**src/rtl/encoder_64b66b_pkg.sv**
```systemverilog
// Shared 64b/66b constants: sync headers, block/word widths, scrambler taps.
package encoder_64b66b_pkg;

  localparam logic [1:0] SH_DATA = 2'b01;
  localparam logic [1:0] SH_CTRL = 2'b10;

  localparam int BLOCK_W = 66;
  localparam int WORD_W  = 64;
  localparam int BUF_W   = 128;
  localparam int LVL_W   = 8;

  // Self-synchronous scrambler x^58 + x^39 + 1
  localparam int SCR_W = 58;
  localparam int TAP_A = 38;
  localparam int TAP_B = 57;

  typedef logic [SCR_W-1:0] scr_state_t;

  typedef struct packed {
    logic [WORD_W-1:0] data;
    scr_state_t        state;
  } scr_result_t;

  // Scramble one 64-bit payload, bit 0 first; state[0] is the newest scrambled bit.
  function automatic scr_result_t scramble64(input scr_state_t s, input logic [WORD_W-1:0] d);
    scr_result_t r;
    logic        b;
    r.state = s;
    r.data  = '0;
    for (int i = 0; i < WORD_W; i++) begin
      b         = d[i] ^ r.state[TAP_A] ^ r.state[TAP_B];
      r.data[i] = b;
      r.state   = {r.state[SCR_W-2:0], b};
    end
    return r;
  endfunction

endpackage

```
**src/rtl/encoder_64b66b_scrambler.sv**
```systemverilog
// Payload scrambler: combinational output from the current state, state
// advances by 64 bits only when adv_i is set. BYPASS passes data through
// and freezes the state.
module scrambler
  import encoder_64b66b_pkg::*;
#(
  parameter bit         BYPASS = 1'b0,
  parameter scr_state_t SEED   = {SCR_W{1'b1}}
) (
  input  logic              clk,
  input  logic              reset_n,
  input  logic              adv_i,
  input  logic [WORD_W-1:0] data_i,
  output logic [WORD_W-1:0] data_o
);

  scr_state_t state_q;
  scr_state_t state_d;

  generate
    if (BYPASS) begin : g_bypass
      assign data_o  = data_i;
      assign state_d = state_q;
    end else begin : g_scr
      scr_result_t res;
      // Scramble the presented payload against the stored history.
      always_comb res = scramble64(state_q, data_i);
      assign data_o  = res.data;
      assign state_d = adv_i ? res.state : state_q;
    end
  endgenerate

  // Scrambler history register, returns to the seed on reset.
  always_ff @(posedge clk or negedge reset_n) begin
    if (!reset_n) state_q <= SEED;
    else          state_q <= state_d;
  end

endmodule

```
**src/rtl/encoder_64b66b.sv**
```systemverilog
// 64b/66b transmit encoder: scrambles the payload, prepends the sync header
// and packs 66-bit blocks into 64-bit serial-order words through a 128-bit
// gearbox. Bits above lvl in the buffer are always zero, so new blocks are
// merged with a plain OR.
module encoder_64b66b
  import encoder_64b66b_pkg::*;
#(
  parameter bit         SCR_BYPASS = 1'b0,
  parameter logic [57:0] SCR_SEED  = 58'h3FF_FFFF_FFFF_FFFF
) (
  input  logic        clk,
  input  logic        reset_n,
  input  logic [1:0]  s_axis_ttype,
  input  logic [63:0] s_axis_tdata,
  input  logic        s_axis_tvalid,
  output logic        s_axis_tready,
  output logic [63:0] m_axis_tdata,
  output logic        m_axis_tvalid,
  input  logic        m_axis_tready
);

  logic [BUF_W-1:0]   buf_q, buf_d;
  logic [LVL_W-1:0]   lvl_q, lvl_d;
  logic               tvalid_q;
  logic               push, pop;
  logic [WORD_W-1:0]  scr_data;
  logic [BLOCK_W-1:0] block;
  logic [BUF_W-1:0]   base;
  logic [BUF_W-1:0]   ins;
  logic [LVL_W-1:0]   pos;

  scrambler #(
    .BYPASS (SCR_BYPASS),
    .SEED   (SCR_SEED)
  ) u_scrambler (
    .clk     (clk),
    .reset_n (reset_n),
    .adv_i   (push),
    .data_i  (s_axis_tdata),
    .data_o  (scr_data)
  );

  // Ready never depends on tvalid; forced low while reset is held.
  assign s_axis_tready = reset_n &
                         ((lvl_q < 8'd64) | (m_axis_tready & (lvl_q < 8'd128)));
  assign push          = s_axis_tvalid & s_axis_tready;
  assign pop           = tvalid_q & m_axis_tready;
  assign block         = {scr_data, s_axis_ttype};
  assign m_axis_tdata  = buf_q[WORD_W-1:0];
  assign m_axis_tvalid = tvalid_q;

  // Gearbox next state: optional pop shift, then append the new block above the valid bits.
  always_comb begin
    base  = pop ? {{WORD_W{1'b0}}, buf_q[BUF_W-1:WORD_W]} : buf_q;
    pos   = pop ? (lvl_q - 8'd64) : lvl_q;
    ins   = {{(BUF_W-BLOCK_W){1'b0}}, block} << pos;
    buf_d = push ? (base | ins) : base;
    lvl_d = lvl_q;
    case ({push, pop})
      2'b11:   lvl_d = lvl_q + 8'd2;
      2'b10:   lvl_d = lvl_q + 8'd66;
      2'b01:   lvl_d = lvl_q - 8'd64;
      default: lvl_d = lvl_q;
    endcase
  end

  // Buffer, fill level and registered output-valid.
  always_ff @(posedge clk or negedge reset_n) begin
    if (!reset_n) begin
      buf_q    <= '0;
      lvl_q    <= '0;
      tvalid_q <= 1'b0;
    end else begin
      buf_q    <= buf_d;
      lvl_q    <= lvl_d;
      tvalid_q <= (lvl_d >= 8'd64);
    end
  end

endmodule

```
**config.mk**
```make
export PLATFORM = sky130hd
export DESIGN_NAME = encoder_64b66b
export DESIGN_NICKNAME = d
export VERILOG_FILES = /design/src/rtl/encoder_64b66b_pkg.sv /design/src/rtl/encoder_64b66b_scrambler.sv /design/src/rtl/encoder_64b66b.sv
export SDC_FILE = /design/constraint.sdc
export NUM_CORES = 1
export LEC_CHECK = 0
export ABC_CLOCK_PERIOD_IN_PS = 4360
export CAP_MARGIN = 15
export CORE_AREA = 2 2 178 180
export DETAILED_ROUTE_END_ITERATION = 12
export DIE_AREA = 0 0 180 182
export PLACE_DENSITY = 0.74
export SKIP_LAST_GASP = 1
export SLEW_MARGIN = 10
export SYNTH_ARGS = -nofsm -noshare
export SYNTH_HDL_FRONTEND = slang
export SYNTH_HIERARCHICAL = 1
export SYNTH_SLANG_ARGS = --single-unit
```
**constraint.sdc**
```tcl
create_clock -name clk -period 4.36 [get_ports clk]
set_input_delay 0.872 -clock clk [delete_from_list [all_inputs] [get_ports clk]]
set_output_delay 0.872 -clock clk [all_outputs]
set_load 0.05 [all_outputs]
```
==> impl_metrics.json <==
{
  "status": "finished clean",
  "grt_max_degree": 81,
  "synth_ff_type": "dfrtp_1",
  "track_usage_pct": 36.3,
  "drive_gt1_share_pct": 25.4,
  "post-dp-hpwl_mm": 45.0,
  "clk_pin_slew_ns": 0.08,
  "slowest_stage": "mux2i_1",
  "post-route-period-util_pct": 85.1,
  "layout_min_cycle_time_ns": 3.71,
  "slew_viol_final": 0,
  "grt_pass1_vias": 12900,
  "cts_post_setup_buffers_inserted": 0,
  "area_growth_pct": 12.9,
  "synth-edff-count": 0,
  "worstPathCellList": "clkdlybuf4s50_1, xnor2_2, xnor2_1, mux4_2, mux2i_1, o22ai_1, a211oi_1, o221ai_1",
  "wirelength_mm": 59.3,
  "worst_setup_path_end_kind": "flip-flop",
  "ys_ff_latch": 194,
  "die_y_um": 182,
  "worstReg2RegEnd": "buf_q[127]",
  "cap_violations": 0,
  "crit_fanout": 7,
  "clock_skew_ns": 0.0155,
  "place_inst": 1884,
  "avgSynthCellArea_sq_um": 10.4,
  "synth.distinct_cells": 74,
  "pre_cts_ws_ns": 0.264,
  "layout_setup_ws_ns": 0.649,
  "htreeDepth": 4,
  "yosysTopAreaCell": "dfrtp_1",
  "dieArea_sq_mm": 0.0328,
  "tns_ns": 0,
  "final_nets": 1574,
  "ctsRootBufferMaster": "clkbuf_16",
  "antenna_found_initial": 0,
  "final-setup-viol-count": 0,
  "num-fill-cells": 2684,
  "fmax_mhz": 269,
  "portBuffers": 135,
  "drc": 0,
  "syn_inst": 1460,
  "rr_worst_depth": 7,
  "cts_tree": "done",
  "hold_path_class": "in -> async",
  "cts-resized-gates": 0,
  "synth.area.top_cells": "dfrtp_1 22%, mux4_2 11%, dfstp_2 10%",
  "num_io_pins": 136,
  "worst_r2r_startpoint": "u_scrambler/state_q[28]",
  "max_slew.worst_pin.slew_ns": 1.25,
  "ys_async_sr_fraction_pct": 100,
  "yosysWarnings": 6,
  "crit_family": "multiplexers",
  "cts_buffer_depth": 2,
  "overflow": 0,
  "finalHoldViolCount": 0,
  "core-area_sq_mm": 0.0310,
  "rows": 65,
  "insertion_delay_ns": 0.47,
  "cts_made_buffers": 17,
  "grt_pass1_wl_mm": 87.1,
  "gp_congestion": 1.04,
  "n_antenna_cell": 0,
  "cts_num_sinks": 194,
  "critPathBufInv": 1,
  "instances_no_fill": 1916,
  "crit_type": "in -> reg",
  "syn_area_sq_mm": 0.0152,
  "vias": 13300,
  "drtIter0Drc": 2115,
  "grt_setup_unrepaired": "no",
  "required_ns": 4.68,
  "wl_per_cell_um": 31.0,
  "die_w_um": 180,
  "synth_nets": 1533,
  "crit_arrival_ns": 4.03,
  "start_util_pct": 49.1,
  "max_stage_delay_ns": 0.68,
  "reg2reg_slack_ns": 0.93,
  "hold_buffers": 0,
  "worstSetupStartpointType": "input pin",
  "first_pass_iters": 6,
  "postRouteAntennaNets": 0,
  "vias_per_cell": 6.94,
  "utilization_pct": 55.5,
  "seq_area_frac_synth_pct": 32.4,
  "max-slew-margin-rel_pct": 16.1,
  "synth_top_area_share_pct": 22.4
}
[layer usage]
metal	GRT usage, %	wire [um]
met4	22.3	4150
met2	55.8	26600
met5	0	0
met3	7.38	5880
met1	47.2	22700
[area by class of cell]
cell class                      instances  area [sq um]  share of cell area [%]
Inverter                               11          41.3                   0.240
Clock buffer                           18           439                    2.55
Clock inverter                         14           144                   0.837
Multi-Input combinational cell       1080          9250                    53.8
Tap cell                              402           503                    2.92
Timing Repair Buffer                  197          1880                    10.9
Sequential cell                       194          4940                    28.7
[registers in the layout, summed over array words and instances (netlist names), named ones only]
register             flops
lvl_q                    5
u_scrambler/state_q     58
buf_q                  128
m_axis_tvalid            1
[synth_stat cells (28+ instances only)]
master and n:
dfrtp_1 136, nor2_1 132, o21ai_0 38, nand3_1 31
nand2_1 141, buf_4 71, o22ai_1 45, mux2_2 122
buf_2 32, a22oi_1 30, mux2i_1 76, dfstp_2 58
o221ai_1 36, clkbuf_1 53, mux4_2 72, o211ai_1 28
xnor2_1 76
[how the worst max path moves through the flow]
stage                          start       endpoint  slack, ns  cells after the start
global route           m_axis_tready  s_axis_tready       0.66                      4
CTS                    m_axis_tready  s_axis_tready       0.73                      4
floorplan            s_axis_tdata[1]     buf_q[126]       1.24                      7
detailed placement  s_axis_tdata[10]     buf_q[127]       0.26                      8
finish               s_axis_tdata[1]     buf_q[127]       0.65                      8
global placement    s_axis_tdata[10]     buf_q[127]       0.27                      8
[metrics by stage]
step / instance area, sq um / hold WS [ns]
CTS: 17200 / 0.317
floorplan: 15200 / 0.439
detailed placement: 16600 / 0.474
global placement: 16600 / 0.469
global route: 17200 / 0.328
finish: 17200 / 0.311
[cell usage in the layout, fill, tap and decap left out, types with 16 or more instances in the layout]
| master | count |
|---|---|
| buf_4 | 57 |
| a32oi_1 | 16 |
| nand2_1 | 140 |
| o211ai_1 | 28 |
| clkbuf_16 | 17 |
| dfrtp_1 | 132 |
| a22oi_1 | 30 |
| xnor2_1 | 76 |
| nand3_1 | 31 |
| o221ai_1 | 36 |
| o22ai_1 | 45 |
| mux4_2 | 72 |
| mux2_2 | 122 |
| dfstp_2 | 58 |
| nor2_1 | 132 |
| a21oi_1 | 26 |
| nor2b_1 | 17 |
| mux2i_1 | 76 |
| o21ai_0 | 38 |
| clkdlybuf4s50_1 | 134 |
[worst register-to-register path: cells and delay by family (launching register included)]
kind	cells	cell delay (ns)
AOI/OAI and AO/OA	3	0.81
xor gates and xnor gates	2	0.96
DFF	1	0.55
muxes	2	0.98
[cells by family (layout without fill, tap and decap cells)]
group | after synthesis | in the layout | share of synthesized area, %
buf+inv | 186 | 240 | 7.01
mux | 274 | 274 | 25.3
xor+xnor | 114 | 114 | 9.38
fa+ha+maj | 3 | 3 | 0.247
simple gates | 378 | 378 | 10.8
compound gates | 311 | 311 | 14.9
flops | 194 | 194 | 32.4
Power is left out: the tool's default activity adds up to more than one toggle a clock period on the data nets, which glitch-free logic cannot reach.
